[src/rtl/dcache_2way_if.sv]
// CPU-side and memory-side bus of the 2-way data cache.
// The cache connects through the slave modport; whoever drives the CPU
// request and plays the memory connects through the master modport.
interface dcache_2way_if #(
  parameter int ADDR_W   = 8,
  parameter int DATA_W   = 8,
  parameter int OFFSET_W = 2
);
  localparam int BLOCK_W = DATA_W << OFFSET_W;

  logic                         READ;
  logic                         WRITE;
  logic [ADDR_W-1:0]            ADDRESS;
  logic [DATA_W-1:0]            WRITEDATA;
  logic [DATA_W-1:0]            READDATA;
  logic                         dBUSYWAIT;
  logic                         mem_read;
  logic                         mem_write;
  logic [ADDR_W-OFFSET_W-1:0]   mem_address;
  logic [BLOCK_W-1:0]           mem_writedata;
  logic [BLOCK_W-1:0]           mem_readdata;
  logic                         mem_busywait;

  modport master (
    output READ, WRITE, ADDRESS, WRITEDATA, mem_readdata, mem_busywait,
    input  READDATA, dBUSYWAIT, mem_read, mem_write, mem_address, mem_writedata
  );

  modport slave (
    input  READ, WRITE, ADDRESS, WRITEDATA, mem_readdata, mem_busywait,
    output READDATA, dBUSYWAIT, mem_read, mem_write, mem_address, mem_writedata
  );
endinterface

[src/rtl/dcache_2way.sv]
// 2-way set-associative, write-back, write-allocate data cache.
// Hits complete in IDLE with no stall; misses walk WRITEBACK (dirty victim
// only) -> ALLOCATE -> UPDATE and then retire the access as a hit in IDLE.
module dcache_2way #(
  parameter int ADDR_W   = 8,
  parameter int DATA_W   = 8,
  parameter int INDEX_W  = 2,
  parameter int OFFSET_W = 2
) (
  input  logic          CLK,
  input  logic          RESET,
  dcache_2way_if.slave  bus
);
  localparam int SETS  = 1 << INDEX_W;
  localparam int WORDS = 1 << OFFSET_W;
  localparam int TAG_W = ADDR_W - INDEX_W - OFFSET_W;

  typedef enum logic [1:0] {IDLE, WRITEBACK, ALLOCATE, UPDATE} state_t;
  typedef logic [WORDS-1:0][DATA_W-1:0] block_t;

  state_t r_state, w_next;

  // Per-way storage; LRU bit names the way to evict next.
  block_t                    r_data [2][SETS];
  logic [TAG_W-1:0]          r_tag  [2][SETS];
  logic [1:0][SETS-1:0]      r_valid;
  logic [1:0][SETS-1:0]      r_dirty;
  logic [SETS-1:0]           r_lru;
  logic [DATA_W-1:0]         r_rdata;

  // Miss context captured on leaving IDLE so the memory-side address and
  // data cannot move while a strobe is up, whatever the CPU does meanwhile.
  logic [TAG_W-1:0]          r_mtag;
  logic [INDEX_W-1:0]        r_midx;
  logic                      r_victim;

  logic [TAG_W-1:0]          w_tag;
  logic [INDEX_W-1:0]        w_idx;
  logic [OFFSET_W-1:0]       w_off;
  logic                      w_req, w_wr, w_rd;
  logic [1:0]                w_way_hit;
  logic                      w_hit, w_hit_way;
  logic [DATA_W-1:0]         w_hit_word;
  logic                      w_victim, w_victim_dirty;
  logic                      w_idle_hit, w_idle_miss;
  logic                      w_mem_read, w_mem_write, w_busy;
  logic [ADDR_W-OFFSET_W-1:0] w_mem_address;
  block_t                    w_mem_writedata;

  assign w_tag = bus.ADDRESS[ADDR_W-1 -: TAG_W];
  assign w_idx = bus.ADDRESS[OFFSET_W +: INDEX_W];
  assign w_off = bus.ADDRESS[OFFSET_W-1:0];

  // READ and WRITE together behave as a write.
  assign w_req = bus.READ | bus.WRITE;
  assign w_wr  = bus.WRITE;
  assign w_rd  = bus.READ & ~bus.WRITE;

  assign w_way_hit[0] = r_valid[0][w_idx] && (r_tag[0][w_idx] == w_tag);
  assign w_way_hit[1] = r_valid[1][w_idx] && (r_tag[1][w_idx] == w_tag);
  assign w_hit        = |w_way_hit;
  assign w_hit_way    = ~w_way_hit[0];
  assign w_hit_word   = r_data[w_hit_way][w_idx][w_off];

  // First invalid way wins (way0 before way1), else the LRU way.
  assign w_victim = ~r_valid[0][w_idx] ? 1'b0 :
                    ~r_valid[1][w_idx] ? 1'b1 : r_lru[w_idx];
  assign w_victim_dirty = r_valid[w_victim][w_idx] & r_dirty[w_victim][w_idx];

  assign w_idle_hit  = (r_state == IDLE) & w_req & w_hit;
  assign w_idle_miss = (r_state == IDLE) & w_req & ~w_hit;

  // Loads are combinational on a hit; otherwise the last hit word is held.
  assign bus.READDATA = (w_idle_hit & w_rd) ? w_hit_word : r_rdata;

  // State register.
  always_ff @(posedge CLK) begin
    if (!RESET) r_state <= IDLE;
    else        r_state <= w_next;
  end

  // Next state and memory/CPU handshake outputs.
  always_comb begin
    w_next          = r_state;
    w_mem_read      = 1'b0;
    w_mem_write     = 1'b0;
    w_busy          = 1'b1;
    w_mem_address   = {r_mtag, r_midx};
    w_mem_writedata = r_data[r_victim][r_midx];
    case (r_state)
      IDLE: begin
        w_busy = w_req & ~w_hit;
        if (w_req && !w_hit) w_next = w_victim_dirty ? WRITEBACK : ALLOCATE;
      end
      WRITEBACK: begin
        w_mem_write   = 1'b1;
        w_mem_address = {r_tag[r_victim][r_midx], r_midx};
        if (!bus.mem_busywait) w_next = ALLOCATE;
      end
      ALLOCATE: begin
        w_mem_read = 1'b1;
        if (!bus.mem_busywait) w_next = UPDATE;
      end
      UPDATE:  w_next = IDLE;
      default: w_next = IDLE;
    endcase
  end

  assign bus.mem_read      = w_mem_read;
  assign bus.mem_write     = w_mem_write;
  assign bus.mem_address   = w_mem_address;
  assign bus.mem_writedata = w_mem_writedata;
  assign bus.dBUSYWAIT     = w_busy;

  // Cache arrays: miss capture, block fill, and hit-side write/LRU update.
  always_ff @(posedge CLK) begin
    if (!RESET) begin
      r_valid  <= '0;
      r_dirty  <= '0;
      r_lru    <= '0;
      r_rdata  <= '0;
      r_mtag   <= '0;
      r_midx   <= '0;
      r_victim <= 1'b0;
    end else begin
      if (w_idle_miss) begin
        r_mtag   <= w_tag;
        r_midx   <= w_idx;
        r_victim <= w_victim;
      end
      if (r_state == ALLOCATE && !bus.mem_busywait) begin
        r_data[r_victim][r_midx]  <= bus.mem_readdata;
        r_tag[r_victim][r_midx]   <= r_mtag;
        r_valid[r_victim][r_midx] <= 1'b1;
        r_dirty[r_victim][r_midx] <= 1'b0;
      end
      if (w_idle_hit) begin
        r_lru[w_idx] <= ~w_hit_way;
        if (w_wr) begin
          r_data[w_hit_way][w_idx][w_off] <= bus.WRITEDATA;
          r_dirty[w_hit_way][w_idx]       <= 1'b1;
        end else begin
          r_rdata <= w_hit_word;
        end
      end
    end
  end
endmodule

[src/flat_wrapper.sv]
// flat-port wrapper written by rule: the top's interface ports become plain ports
module dcache_2way_flat 
#(
  parameter int ADDR_W   = 8,
  parameter int DATA_W   = 8,
  parameter int INDEX_W  = 2,
  parameter int OFFSET_W = 2
)
  (CLK, RESET, bus_READ, bus_WRITE, bus_ADDRESS, bus_WRITEDATA, bus_mem_readdata, bus_mem_busywait, bus_READDATA, bus_dBUSYWAIT, bus_mem_read, bus_mem_write, bus_mem_address, bus_mem_writedata);
  dcache_2way_if #(.ADDR_W(ADDR_W), .DATA_W(DATA_W), .OFFSET_W(OFFSET_W)) bus_i ();
  input  logic CLK;
  input  logic RESET;
  input wire logic [$bits(bus_i.READ)-1:0] bus_READ;
  input wire logic [$bits(bus_i.WRITE)-1:0] bus_WRITE;
  input wire logic [$bits(bus_i.ADDRESS)-1:0] bus_ADDRESS;
  input wire logic [$bits(bus_i.WRITEDATA)-1:0] bus_WRITEDATA;
  input wire logic [$bits(bus_i.mem_readdata)-1:0] bus_mem_readdata;
  input wire logic [$bits(bus_i.mem_busywait)-1:0] bus_mem_busywait;
  output wire logic [$bits(bus_i.READDATA)-1:0] bus_READDATA;
  output wire logic [$bits(bus_i.dBUSYWAIT)-1:0] bus_dBUSYWAIT;
  output wire logic [$bits(bus_i.mem_read)-1:0] bus_mem_read;
  output wire logic [$bits(bus_i.mem_write)-1:0] bus_mem_write;
  output wire logic [$bits(bus_i.mem_address)-1:0] bus_mem_address;
  output wire logic [$bits(bus_i.mem_writedata)-1:0] bus_mem_writedata;
  assign bus_i.READ = bus_READ;
  assign bus_i.WRITE = bus_WRITE;
  assign bus_i.ADDRESS = bus_ADDRESS;
  assign bus_i.WRITEDATA = bus_WRITEDATA;
  assign bus_i.mem_readdata = bus_mem_readdata;
  assign bus_i.mem_busywait = bus_mem_busywait;
  assign bus_READDATA = bus_i.READDATA;
  assign bus_dBUSYWAIT = bus_i.dBUSYWAIT;
  assign bus_mem_read = bus_i.mem_read;
  assign bus_mem_write = bus_i.mem_write;
  assign bus_mem_address = bus_i.mem_address;
  assign bus_mem_writedata = bus_i.mem_writedata;
  dcache_2way #(.ADDR_W(ADDR_W), .DATA_W(DATA_W), .INDEX_W(INDEX_W), .OFFSET_W(OFFSET_W)) u_core (.CLK(CLK), .RESET(RESET), .bus(bus_i));
endmodule
[config.mk]
export PLATFORM = sky130hd
export DESIGN_NAME = dcache_2way_flat
export DESIGN_NICKNAME = d
export VERILOG_FILES = /design/src/rtl/dcache_2way_if.sv /design/src/rtl/dcache_2way.sv /design/src/flat_wrapper.sv
export SDC_FILE = /design/constraint.sdc
export NUM_CORES = 1
export LEC_CHECK = 0
export ABC_AREA = 0
export CORE_UTILIZATION = 50
export DETAILED_ROUTE_END_ITERATION = 8
export GPL_TIMING_DRIVEN = 0
export PLACE_DENSITY = 0.69
export RECOVER_POWER = 25
export SKIP_LAST_GASP = 1
export SLEW_MARGIN = 20
export SYNTH_ARGS = -nofsm -noshare
export SYNTH_HDL_FRONTEND = slang
export SYNTH_SLANG_ARGS = --single-unit
[constraint.sdc]
create_clock -name CLK -period 11.3 [get_ports CLK]
set_input_delay 2.26 -clock CLK [delete_from_list [all_inputs] [get_ports CLK]]
set_output_delay 2.26 -clock CLK [all_outputs]
set_load 0.05 [all_outputs]
**Yosys cells after proc, flatten, opt, wreduce, memory -nomap -nowiden**

Memory sizes are Yosys's and may differ from the RTL's. A register that Yosys moved wholly into a read port is not among the register bits.
Index checks and enable logic that the tools add are counted.

- Flip-flop bits (word level): 37
- RAM bits: 288
- Bits of input ports: 53
- Output and inout bits: 49
- Word-level logic and storage cells: 149
- Memories kept: 2

- Magnitude comparators: 15
- Equality and inequality tests: 8
- Mux-type cells: 79
- Bitwise gates (word level): 17
- Reduce and logical (&&, ||, !) cells: 18

Memories:

| name | depth | bits a word | rd ports | clocked after Yosys merged registers in | write ports | RTL line | source |
|---|---|---|---|---|---|---|---|
| u_core.r_data | 2 | 128 | 2 | 1 | 1 | dcache_2way.sv:24 | `block_t r_data [2][SETS];` |
| u_core.r_tag | 2 | 16 | 3 | 1 | 1 | dcache_2way.sv:25 | `logic [TAG_W-1:0] r_tag [2][SETS];` |

Operators by type and width:

| cell | number |
|---|---|
| $mux 128 | 4 |
| $mux 32 | 6 |
| $bmux 32 s2 | 2 |
| $demux 32 s2 | 2 |
| $reduce_or 128->1 | 1 |
| $mux 8 | 7 |
| $mux 4 | 13 |
| $bmux 4 s2 | 3 |
| $mux 1 | 22 |
| $bmux 8 s2 | 1 |
| $demux 8 s2 | 1 |
| $mux 16 | 1 |
| $or 8x8->8 | 2 |
| $logic_and 1x1->1 | 11 |
| $bmux 1 s2 | 5 |
| $lt 2x3->1 const B | 3 |
| $and 8x8->8 | 1 |
| $demux 4 s1 | 2 |
| $demux 4 s2 | 1 |
| $eq 4x4->1 | 2 |
| $mux 2 | 4 |
| $not 8->8 | 1 |
| $pmux 2 s4 | 1 |
| $and 1x1->1 | 7 |
| 19 further kinds | 34 |

**Depth between registers and ports, before layout**

Gate-level depths: netlist (run 1).

- Depth after elaboration: 14
- Gate-level depth with buffers: 14
- Gate-level depth less buffers: 9

**Least setup slack after synthesis (run 1)**

Ideal clock, no wire load.

- Path kind: input -> output
- From: in bus_ADDRESS[2]
- To: out bus_READDATA[7]
- Arrival: 5019 ps
- Data required time: 9040 ps
- Setup slack: 4021 ps
- Stages on the path: 12
- Cells stage by stage: buf_6 -> mux4_2 -> xnor2_2 -> o2111ai_2 -> a21oi_4 -> buf_6 -> buf_12 -> mux2i_1 -> o22ai_1 -> o21ai_0 -> o21a_1 -> a31oi_1

- Word-level cells in the longest chain between the ends: 14
- Elaborated cells on any way between the ends: 26

Ends and longest elaborated chain:

| element | RTL line | source |
|---|---|---|
| from (decl) | flat_wrapper.sv:15 | `input wire logic [$bits(bus_i.ADDRESS)-1:0] bus_ADDRESS;` |
| $not 2->3 (implied by the code) | dcache_2way.sv:59, dcache_2way.sv:60, dcache_2way.sv:63 |  |
| $bmux 4 s2 | dcache_2way.sv:59 | `assign w_way_hit[0] = r_valid[0][w_idx] && (r_tag[0][w_idx] == w_tag);` |
| $mux 4 (implied by the code) (2 in series) | dcache_2way.sv:59 |  |
| $eq 4x4->1 | dcache_2way.sv:59 |  |
| $logic_and 1x1->1 | dcache_2way.sv:59 |  |
| $not 1->1 | dcache_2way.sv:62 | `assign w_hit_way = ~w_way_hit[0];` |
| $mem_v2 2x128 | -- |  |
| $bmux 32 s2 | dcache_2way.sv:63 | `assign w_hit_word = r_data[w_hit_way][w_idx][w_off];` |
| $mux 32 (implied by the code) (2 in series) | dcache_2way.sv:63 |  |
| $bmux 8 s2 | dcache_2way.sv:63 |  |
| $mux 8 (implied by the code) | dcache_2way.sv:63 |  |
| $mux 8 * | dcache_2way.sv:74 | `assign bus.READDATA = (w_idle_hit & w_rd) ? w_hit_word : r_rdata;` |
| to (decl) | flat_wrapper.sv:19 | `output wire logic [$bits(bus_i.READDATA)-1:0] bus_READDATA;` |

Mark *: on every way between the ends. The rest lies on a longest branch, timed or not. The select of a mux whose other input is x is not followed.

**Final worst setup path (run 1)**

- From: in bus_ADDRESS[3]
- To: out bus_READDATA[2]

Same word-level chain as after synthesis.

==> results of run 1 <==
-- layer usage --
| layer | GRT usage (%) | share of wire [%] | vias to the layer above |
|---|---|---|---|
| li1 | - | - | 4409 |
| met1 | 37.9 | 39 | 5237 |
| met2 | 45.0 | 47 | 637 |
| met3 | 5.63 | 10 | 102 |
| met4 | 11.7 | 4.1 | 0 |
| met5 | 0 | 0 | - |
-- metrics by stage --
stage,utilization (%),area (µm²),setup WS (ns)
after floorplan,-,15800,4.02
after global routing,59.6,18400,1.25
after CTS,59.7,18400,2.42
final,59.6,18400,1.42
after detailed placement,56.1,17300,2.49
after global placement,56.1,17300,2.53
-- worst paths after layout --
check | end | slack, ns
setup reg to reg | u_core.r_data[0][60]$_DFFE_PP_ | 5.78
hold reg to reg | u_core.r_dirty[1]$_SDFF_PN0_ | 0.48
setup / recovery | bus_READDATA[2] | 1.42
hold / removal | u_core.r_dirty[1]$_SDFF_PN0_ | 0.48
-- cell families (layout without fill, tap and decap cells) --
| kind of cell | after synthesis | count (layout) | synth area share, % |
|---|---|---|---|
| simple gates | 284 | 284 | 8.10 |
| compound gates | 114 | 114 | 4.74 |
| xor+xnor | 7 | 7 | 0.436 |
| buf+inv | 79 | 241 | 2.61 |
| mux | 237 | 237 | 24.3 |
| fa+ha+maj | 3 | 3 | 0.238 |
| flops | 326 | 326 | 59.6 |
-- cell usage in the layout (no fill, tap or decap), drive strengths merged, types with 16 or more instances in the layout --
master	synthesis	routed
mux2	41	41
o21ai	17	17
nor3	21	21
edfxtp	288	288
nor2	129	129
clkbuf	36	91
buf	36	31
a21oi	37	37
nand2	86	86
mux4	111	111
clkdlybuf4s50	0	93
o22ai	16	16
mux2i	85	85
dfxtp	38	38
-- flip-flops by register name, indices dropped and copies added (netlist names), named ones only --
signal,count
u_core.r_data,256
u_core.r_dirty,8
u_core.r_lru,4
u_core.r_midx,2
u_core.r_mtag,4
u_core.r_rdata,8
u_core.r_state,2
u_core.r_tag,32
u_core.r_valid,8
u_core.r_victim,1
-- critical path, cell delays in order --
cell	delay (ns)
clkbuf_1	0.38
clkinv_1	0.48
mux2i_1	0.33
o2111ai_2	0.13
a21oi_1	0.63
clkbuf_1	0.89
mux2_2	0.43
a221oi_1	0.57
nor3_1	0.19
nor4b_1	0.45
nor2_1	0.14
clkdlybuf4s50_1	0.73
-- final cells by class --
type	instances	area (µm²)	share of cell area (%)
buffer	72	374	2.04
clock buffer	50	1020	5.58
clock inverter	13	92.6	0.504
inverter	7	26.3	0.143
multi-input combinational	645	5960	32.4
sequential	326	9410	51.2
tap	396	495	2.70
timing repair buffer	99	991	5.39
-- power by group --
| part | total, W | switching, W | internal, W |
|---|---|---|---|
| logic | 0.000694 | 0.000432 | 0.000262 |
| registers | 0.00137 | 0.0000199 | 0.00135 |
| clock network | 0.00112 | 0.000464 | 0.000655 |
| total | 0.00318 | 0.000916 | 0.00226 |
==> results.toml, run 1 <==
[outcome]
status = "finished, violations left"
violations = "design-rule violations"

[cts]
path_clk_slew_ns = 0.06
hold_buffers = 0
clkLatencyLatePin_ns = 0.52
cts_made_buffers = 35
post_cts_buffers = 0
htree_num_levels = 2
cts.root.buffer_cell = "clkbuf_16"
cts_resized = 0
clkSinkCount = 326
cts_tree = "done"
clock_path_buffers = 3

[sta]
slew_viol_final = 0
worst_pin_slew_ns = 1.11
setup-tns-final_ns = 0
whs_ns = 0.476
slew_headroom_pct = 25.7
hold_viol = 0
finClkSkew_ns = 0.0152
setup_viol = 0
clock.fmax_mhz = 101
post-route-period-util_pct = 87.4
grt_setup_unrepaired = "false"
fin_crit_ns = 9.88

[logic_synthesis]
yosys_warnings = 0
ys_top_cells_by_count = "edfxtp_1 (288), nor2_1 (128), mux4_2 (103), nand2_1 (86), mux2i_1 (85)"
synth.most_common_cell = "edfxtp_1"
synth.cell_area_mm2 = 0.0158
async_flop_share_pct = 0
yosysSeqAreaShare_pct = 59.6
synth_top_area_share_pct = 54.7
synth-edff-count = 288
synthTopCellsByArea = "edfxtp_1 (55%), mux4_2 (15%), mux2i_1 (5.4%)"
netlist_instances = 1050
synth.ff_latch_count = 326
synth.largest_area_cell = "edfxtp_1"
avgSynthCellArea_um2 = 15.0
synthDistinctLibCells = 61
synth-main-ff-cell = "edfxtp_1"
syn_nets = 1106

[placement]
dp_cells = 1545
place_congestion = 0.922
io_buffers = 99
dp_hpwl_mm = 31.2

[layout]
nNetsFinal = 1242
diodes = 0
syn_to_final_growth_pct = 16.3
drive_above_1_share_pct = 19.1
fin_cells = 1608
fillers = 2371

[setup_path]
startpoint = "bus_ADDRESS[3]"
path_max_fanout = 10
reg2reg_from = "u_core.r_tag[0][3]$_DFFE_PP_"
start_kind = "input port"
critical_path_required_ns = 9.04
crit_type = "in2out"
worstRegToRegCells = 10
cp_data_arrival_time_ns = 7.62
worst_setup_path_end_kind = "output port"

[worst_hold_path]
hold_path_class = "reg2reg"
min-delay-start = "u_core.r_dirty[1]$_SDFF_PN0_"
hold_depth = 2

[pwr]
peakVddDrop_mv = 0.116
powerDensity_mw_per_mm2 = 173
p_leak_nw = 5.92
total_power_w = 0.00318

[route]
drt_iter0_drc = 1159
drc = 10
via_per_inst = 6.46
antenna_left = 0
wl_per_cell_um = 27.9
num_vias = 10400
drtPass1Iterations = 9
routed_wl_mm = 44.9

[global_routing]
overflow = 0
grt_pass1_vias = 10300
antenna_found_initial = 0
grtUsageTotal_pct = 28.2
grt_start_max_net_pins = 15
grt_pass1_wl_mm = 66.1

[floorplanning]
die_w_um = 180
start_util_pct = 51.3
core-area_mm2 = 0.0308
die-area_mm2 = 0.0323
ios = 102
core.rowCount = 64
die_h_um = 180

[run]
max_cap_violations = 0
No activity file was read; power rests on OpenSTA's default activity.
==> run 2, diff against run 1 <==
--- a/config.mk
+++ b/config.mk
@@ -8,7 +8,6 @@
 export ABC_AREA = 0
 export CORE_UTILIZATION = 50
 export DETAILED_ROUTE_END_ITERATION = 8
-export GPL_TIMING_DRIVEN = 0
 export PLACE_DENSITY = 0.69
 export RECOVER_POWER = 25
 export SKIP_LAST_GASP = 1
==> run 2 against run 1 <==
  * The flow finishes with violations (design-rule violations, max-capacitance violations, max-slew violations)
  * Via count is 5.3% lower
  * Largest power group unchanged
  * Sequential power about the same
  * Register-to-register slack gained 0.30 ns
  * Hold slack lost 0.0038 ns
  * Clock power rose by 11%
  * Highest routed layer unchanged
  * Critical endpoint is now bus_READDATA[6]
  * Flip-flop and latch count stayed put
  * Combinational power fell by 6.5%
  * Routed wire length fell by 10%
  * Largest cell class unchanged
  * Total power up 2.7%
==> results.toml, run 2 (synthesis gave the netlist of run 1 again) <==
[placement]
dp_hpwl_mm = 26.7
io_buffers = 101
post_dp_cell_area_mm2 = 0.0170
place_congestion = 0.827

[floorplanning]
die-area_mm2 = 0.0323
start_util_pct = 51.3
core.rowCount = 64
die_h_um = 180
die_w_um = 180
ios = 102
core-area_mm2 = 0.0308

[cts]
clkSinkCount = 326
cts_made_buffers = 37
hold_buffers = 0
post_cts_buffers = 0
cts_resized = 0
clkLatencyLatePin_ns = 0.52
cts.root.buffer_cell = "clkbuf_16"
cts_tree = "done"
clock_path_buffers = 3
path_clk_slew_ns = 0.06
htree_num_levels = 2

[layout]
layout_common_cells = "edfxtp_1 (288), nor2_1 (128), mux4_2 (103)"
nNetsFinal = 1184
reg_top3 = "u_core.r_data: 256 flops, u_core.r_tag: 32 flops"
layout_commonest_cell = "edfxtp_1"
largest_reg_flops = 256
diodes = 0
syn_to_final_growth_pct = 15.4
regMostFlops = "u_core.r_data"
stdcell_area_mm2 = 0.0182
drive_above_1_share_pct = 19.0

[setup_path]
reg2reg_from = "u_core.r_midx[1]$_SDFFE_PN0P_"
crit_type = "in2out"
worst_setup_path_end_kind = "output port"
critical_path_required_ns = 9.04
start_kind = "input port"
startpoint = "bus_ADDRESS[2]"
cp_data_arrival_time_ns = 7.77
path_max_fanout = 21

[global_routing]
grt_start_max_net_pins = 64
grtUsageTotal_pct = 25.3
overflow = 0
antenna_found_initial = 0
grt_pass1_vias = 9909
grt_pass1_wl_mm = 60.9

[route]
wl_per_cell_um = 26.1
antenna_left = 0
drtPass1Iterations = 7
via_per_inst = 6.34
drt_iter0_drc = 1024
drc = 10
routed_wl_mm = 40.4
num_vias = 9833

[worst_hold_path]
hold_path_class = "reg2reg"
min-delay-start = "u_core.r_dirty[6]$_SDFF_PN0_"

[pwr]
p_seq_share_pct = 42.3
peakVddDrop_mv = 0.119
combPwrFrac_pct = 19.9
switching_share_pct = 27.3
powerDensity_mw_per_mm2 = 179
power.internal_w = 0.00237
pwr-share-clk_pct = 37.8
net-switching-power_w = 0.000892
p_leak_nw = 5.86

[run]
max_cap_violations = 4

[sta]
clock.fmax_mhz = 99.7
hold_viol = 0
grt_setup_unrepaired = "false"
setup_viol = 0
slew_headroom_pct = -158
fin_crit_ns = 10.03
slew_viol_final = 158
setup-tns-final_ns = 0
post-route-period-util_pct = 88.7
finClkSkew_ns = 0.0321
worst_pin_slew_ns = 3.87

[outcome]
violations = "design-rule violations, max-capacitance violations, max-slew violations"
status = "finished, violations left"
==> run 2: changes by cell type in the layout (fill, tap and decap cells not counted), sizes merged <==
cell           change
buf               -22
bufinv             +5
clkbuf            -41
clkdlybuf4s50      -6
clkinvlp           +1
dlygate4sd3        +6
inv                +1
==> run 2: final timing paths <==
path	endpoint	slack [ns]	cells past startpoint
setup reg to reg	u_core.r_data[1][2]$_DFFE_PP_	6.08	4
hold / removal	u_core.r_dirty[6]$_SDFF_PN0_	0.47	2
hold reg to reg	u_core.r_dirty[6]$_SDFF_PN0_	0.47	2
setup / recovery	bus_READDATA[6]	1.27	9
==> run 2: routing by layer <==
layer	global-route usage, %	wire, µm	up-vias
li1	-	-	4293
met1	33.5	16400	5061
met2	42.1	20000	403
met3	4.19	2560	76
met4	9.66	1500	0
met5	0	0	-
==> run 2: cell type report <==
type,count,area (µm²)
multi-input cells,645,5970
fillers,2316,12600
well taps,396,495
clock buffers,47,1010
inverters,7,26.3
clock inverters,20,258
flip-flops and latches,326,9410
repair buffers,111,1070
==> run 2: power groups by stage <==
stage,clock network [W],logic [W],registers [W]
after global routing,0.00129,0.000683,0.00139
final,0.00124,0.000649,0.00138
after CTS,0.00124,0.000655,0.00138
after floorplan,0,0.000467,0.00139
after detailed placement,0,0.000651,0.00141
after global placement,0,0.000651,0.00141
==> run 2: critical path: stages <==
cell	delay (ns)
clkbuf_1	1.18
mux4_2	0.65
xor2_1	0.17
nor4_1	0.92
o21ai_0	0.51
nor2_2	0.67
nand4_1	0.32
nand3_1	0.23
clkdlybuf4s50_1	0.83
==> run 2: metrics by stage <==
step           setup slack, ns  power [W]  util [%]  std cells  hold WS, ns
2_1_floorplan             4.02    0.00186         -       1050        0.435
4_1_cts                   1.94    0.00328      59.3       1552        0.470
6_report                  1.27    0.00327      59.2       1552        0.472
5_1_grt                  0.940    0.00336      59.2       1552        0.499
3_5_place_dp              1.95    0.00206      55.2       1485        0.457
3_3_place_gp              2.04    0.00206      55.2       1485        0.449
==> run 3, diff against run 2 <==
--- a/config.mk
+++ b/config.mk
@@ -7,10 +7,10 @@
 export LEC_CHECK = 0
 export ABC_AREA = 0
 export CORE_UTILIZATION = 50
+export CTS_CLUSTER_SIZE = 14
 export DETAILED_ROUTE_END_ITERATION = 8
 export PLACE_DENSITY = 0.69
 export RECOVER_POWER = 25
-export SKIP_LAST_GASP = 1
 export SLEW_MARGIN = 20
 export SYNTH_ARGS = -nofsm -noshare
 export SYNTH_HDL_FRONTEND = slang
==> run 3 against run 2 <==
  * The run still ends with design-rule violations, max-capacitance violations, max-slew violations left
  * Count of clock-buffer cells in the layout stayed put
  * Die area stayed put
  * Fmax is 0.16% higher
  * Register-to-register slack better by 0.05 ns
  * Sequential power hardly changed
  * Clock skew is 0.0022 ns lower
  * Critical path type unchanged
  * Hold slack worse by 0.0019 ns
  * Utilization stayed put
  * Global-route usage stayed put
==> results.toml, run 3 (synthesis gave the netlist of run 1 again) <==
[placement]
dp_slack_ns = 1.95
io_buffers = 101
post_dp_cell_area_mm2 = 0.0170
dp_hpwl_mm = 26.7
place_congestion = 0.827

[setup_path]
start_kind = "input port"
crit_type = "in2out"
crit_path_max_incr_delay_ns = 1.18
worstRegToRegCells = 4
slowest_stage = "clkbuf_1"
path_cells = "clkbuf_1 > mux4_2 > xor2_1 > nor4_1 > o21ai_0 > nor2_2 > nand4_1 > nand3_1 > clkdlybuf4s50_1"
cp_data_arrival_time_ns = 7.75
critical_path_required_ns = 9.04
path_max_fanout = 21
worst_setup_path_end_kind = "output port"

[layout]
layout_commonest_cell = "edfxtp_1"
regMostFlops = "u_core.r_data"
syn_to_final_growth_pct = 15.4
nNetsFinal = 1184
reg_top3 = "u_core.r_data: 256 flops, u_core.r_tag: 32 flops"
largest_reg_flops = 256
drive_above_1_share_pct = 19.0
stdcell_area_mm2 = 0.0182
diodes = 0
layout_common_cells = "edfxtp_1 (288), nor2_1 (128), mux4_2 (103)"

[cts]
path_clk_slew_ns = 0.06
cts_resized = 0
hold_buffers = 0
post_cts_buffers = 0
clkSinkCount = 326
cts_made_buffers = 37
clock_path_buffers = 3
cts.root.buffer_cell = "clkbuf_16"
cts_tree = "done"
clkLatencyLatePin_ns = 0.52
htree_num_levels = 2

[floorplanning]
die_w_um = 180
start_util_pct = 51.3
ios = 102
die_h_um = 180
die-area_mm2 = 0.0323
core.rowCount = 64
core-area_mm2 = 0.0308

[outcome]
status = "finished, violations left"
violations = "design-rule violations, max-capacitance violations, max-slew violations"

[sta]
grt_setup_unrepaired = "false"
fin_ws_ns = 1.29
slew_viol_final = 158
worst_pin_slew_ns = 3.83
post-route-period-util_pct = 88.6
fin_crit_ns = 10.01
slew_headroom_pct = -155
clock.fmax_mhz = 99.9
setup-tns-final_ns = 0
whs_ns = 0.470
finClkSkew_ns = 0.0298
hold_viol = 0
setup_viol = 0

[global_routing]
grtUsageTotal_pct = 25.3
grt_pass1_wl_mm = 60.9
antenna_found_initial = 0
overflow = 0
grt_start_max_net_pins = 64
grt_pass1_vias = 9912

[route]
wl_per_cell_um = 26.0
num_vias = 9776
antenna_left = 0
via_per_inst = 6.30
routed_wl_mm = 40.3
drc = 10
drtPass1Iterations = 7
drt_iter0_drc = 1053

[pwr]
total_power_w = 0.00326
powerDensity_mw_per_mm2 = 179
peakVddDrop_mv = 0.119
p_leak_nw = 5.86

[worst_hold_path]
hold_depth = 2
hold_path_class = "reg2reg"

[run]
max_cap_violations = 4
==> run 3: cell counts in the layout (fill, tap and decap cells not counted) <==
Identical to the previous run, type by type.
==> run 3: critical path, delay by kind of cell <==
family                    cells  cell delay, ns
and+or+nand+nor               4            2.14
buffers and inverters         2            2.01
muxes                         1            0.65
AOI/OAI and AO/OA             1            0.50
xor gates and xnor gates      1            0.17
==> run 3: stage by stage <==
| step | instances | util, % |
|---|---|---|
| after floorplan | 1050 | - |
| after global placement | 1485 | 55.2 |
| after detailed placement | 1485 | 55.2 |
| after CTS | 1552 | 59.3 |
| after global routing | 1552 | 59.2 |
| final | 1552 | 59.2 |
==> run 3: final timing paths <==
kind	start	end	slack, ns
setup / recovery	bus_ADDRESS[2]	bus_READDATA[6]	1.29
hold / removal	u_core.r_valid[6]$_SDFFE_PN0P_	u_core.r_valid[6]$_SDFFE_PN0P_	0.47
setup reg to reg	u_core.r_midx[1]$_SDFFE_PN0P_	u_core.r_data[1][2]$_DFFE_PP_	6.13
hold reg to reg	u_core.r_valid[6]$_SDFFE_PN0P_	u_core.r_valid[6]$_SDFFE_PN0P_	0.47
==> run 3: metal layers <==
metal / wire length, µm / global-route usage [%] / vias up
met5: 0 / 0 / -
met4: 1430 / 9.66 / 0
met3: 2820 / 4.19 / 72
met2: 20000 / 42.1 / 413
met1: 16100 / 33.5 / 4993
li1: - / - / 4298
==> run 3: area by class of cell <==
type	instances	area (µm²)
clock inverter	20	258
fill	2316	12600
inverter	7	26.3
sequential	326	9410
multi-input combinational	645	5970
timing repair buffer	111	1070
tap	396	495
clock buffer	47	1010
==> run 3: power by group <==
group | internal [W] | switching, W | leakage [nW]
clock | 0.000768 | 0.000463 | 0.605
combinational | 0.000257 | 0.000391 | 2.35
sequential | 0.00135 | 0.0000334 | 2.91
total | 0.00237 | 0.000887 | 5.86
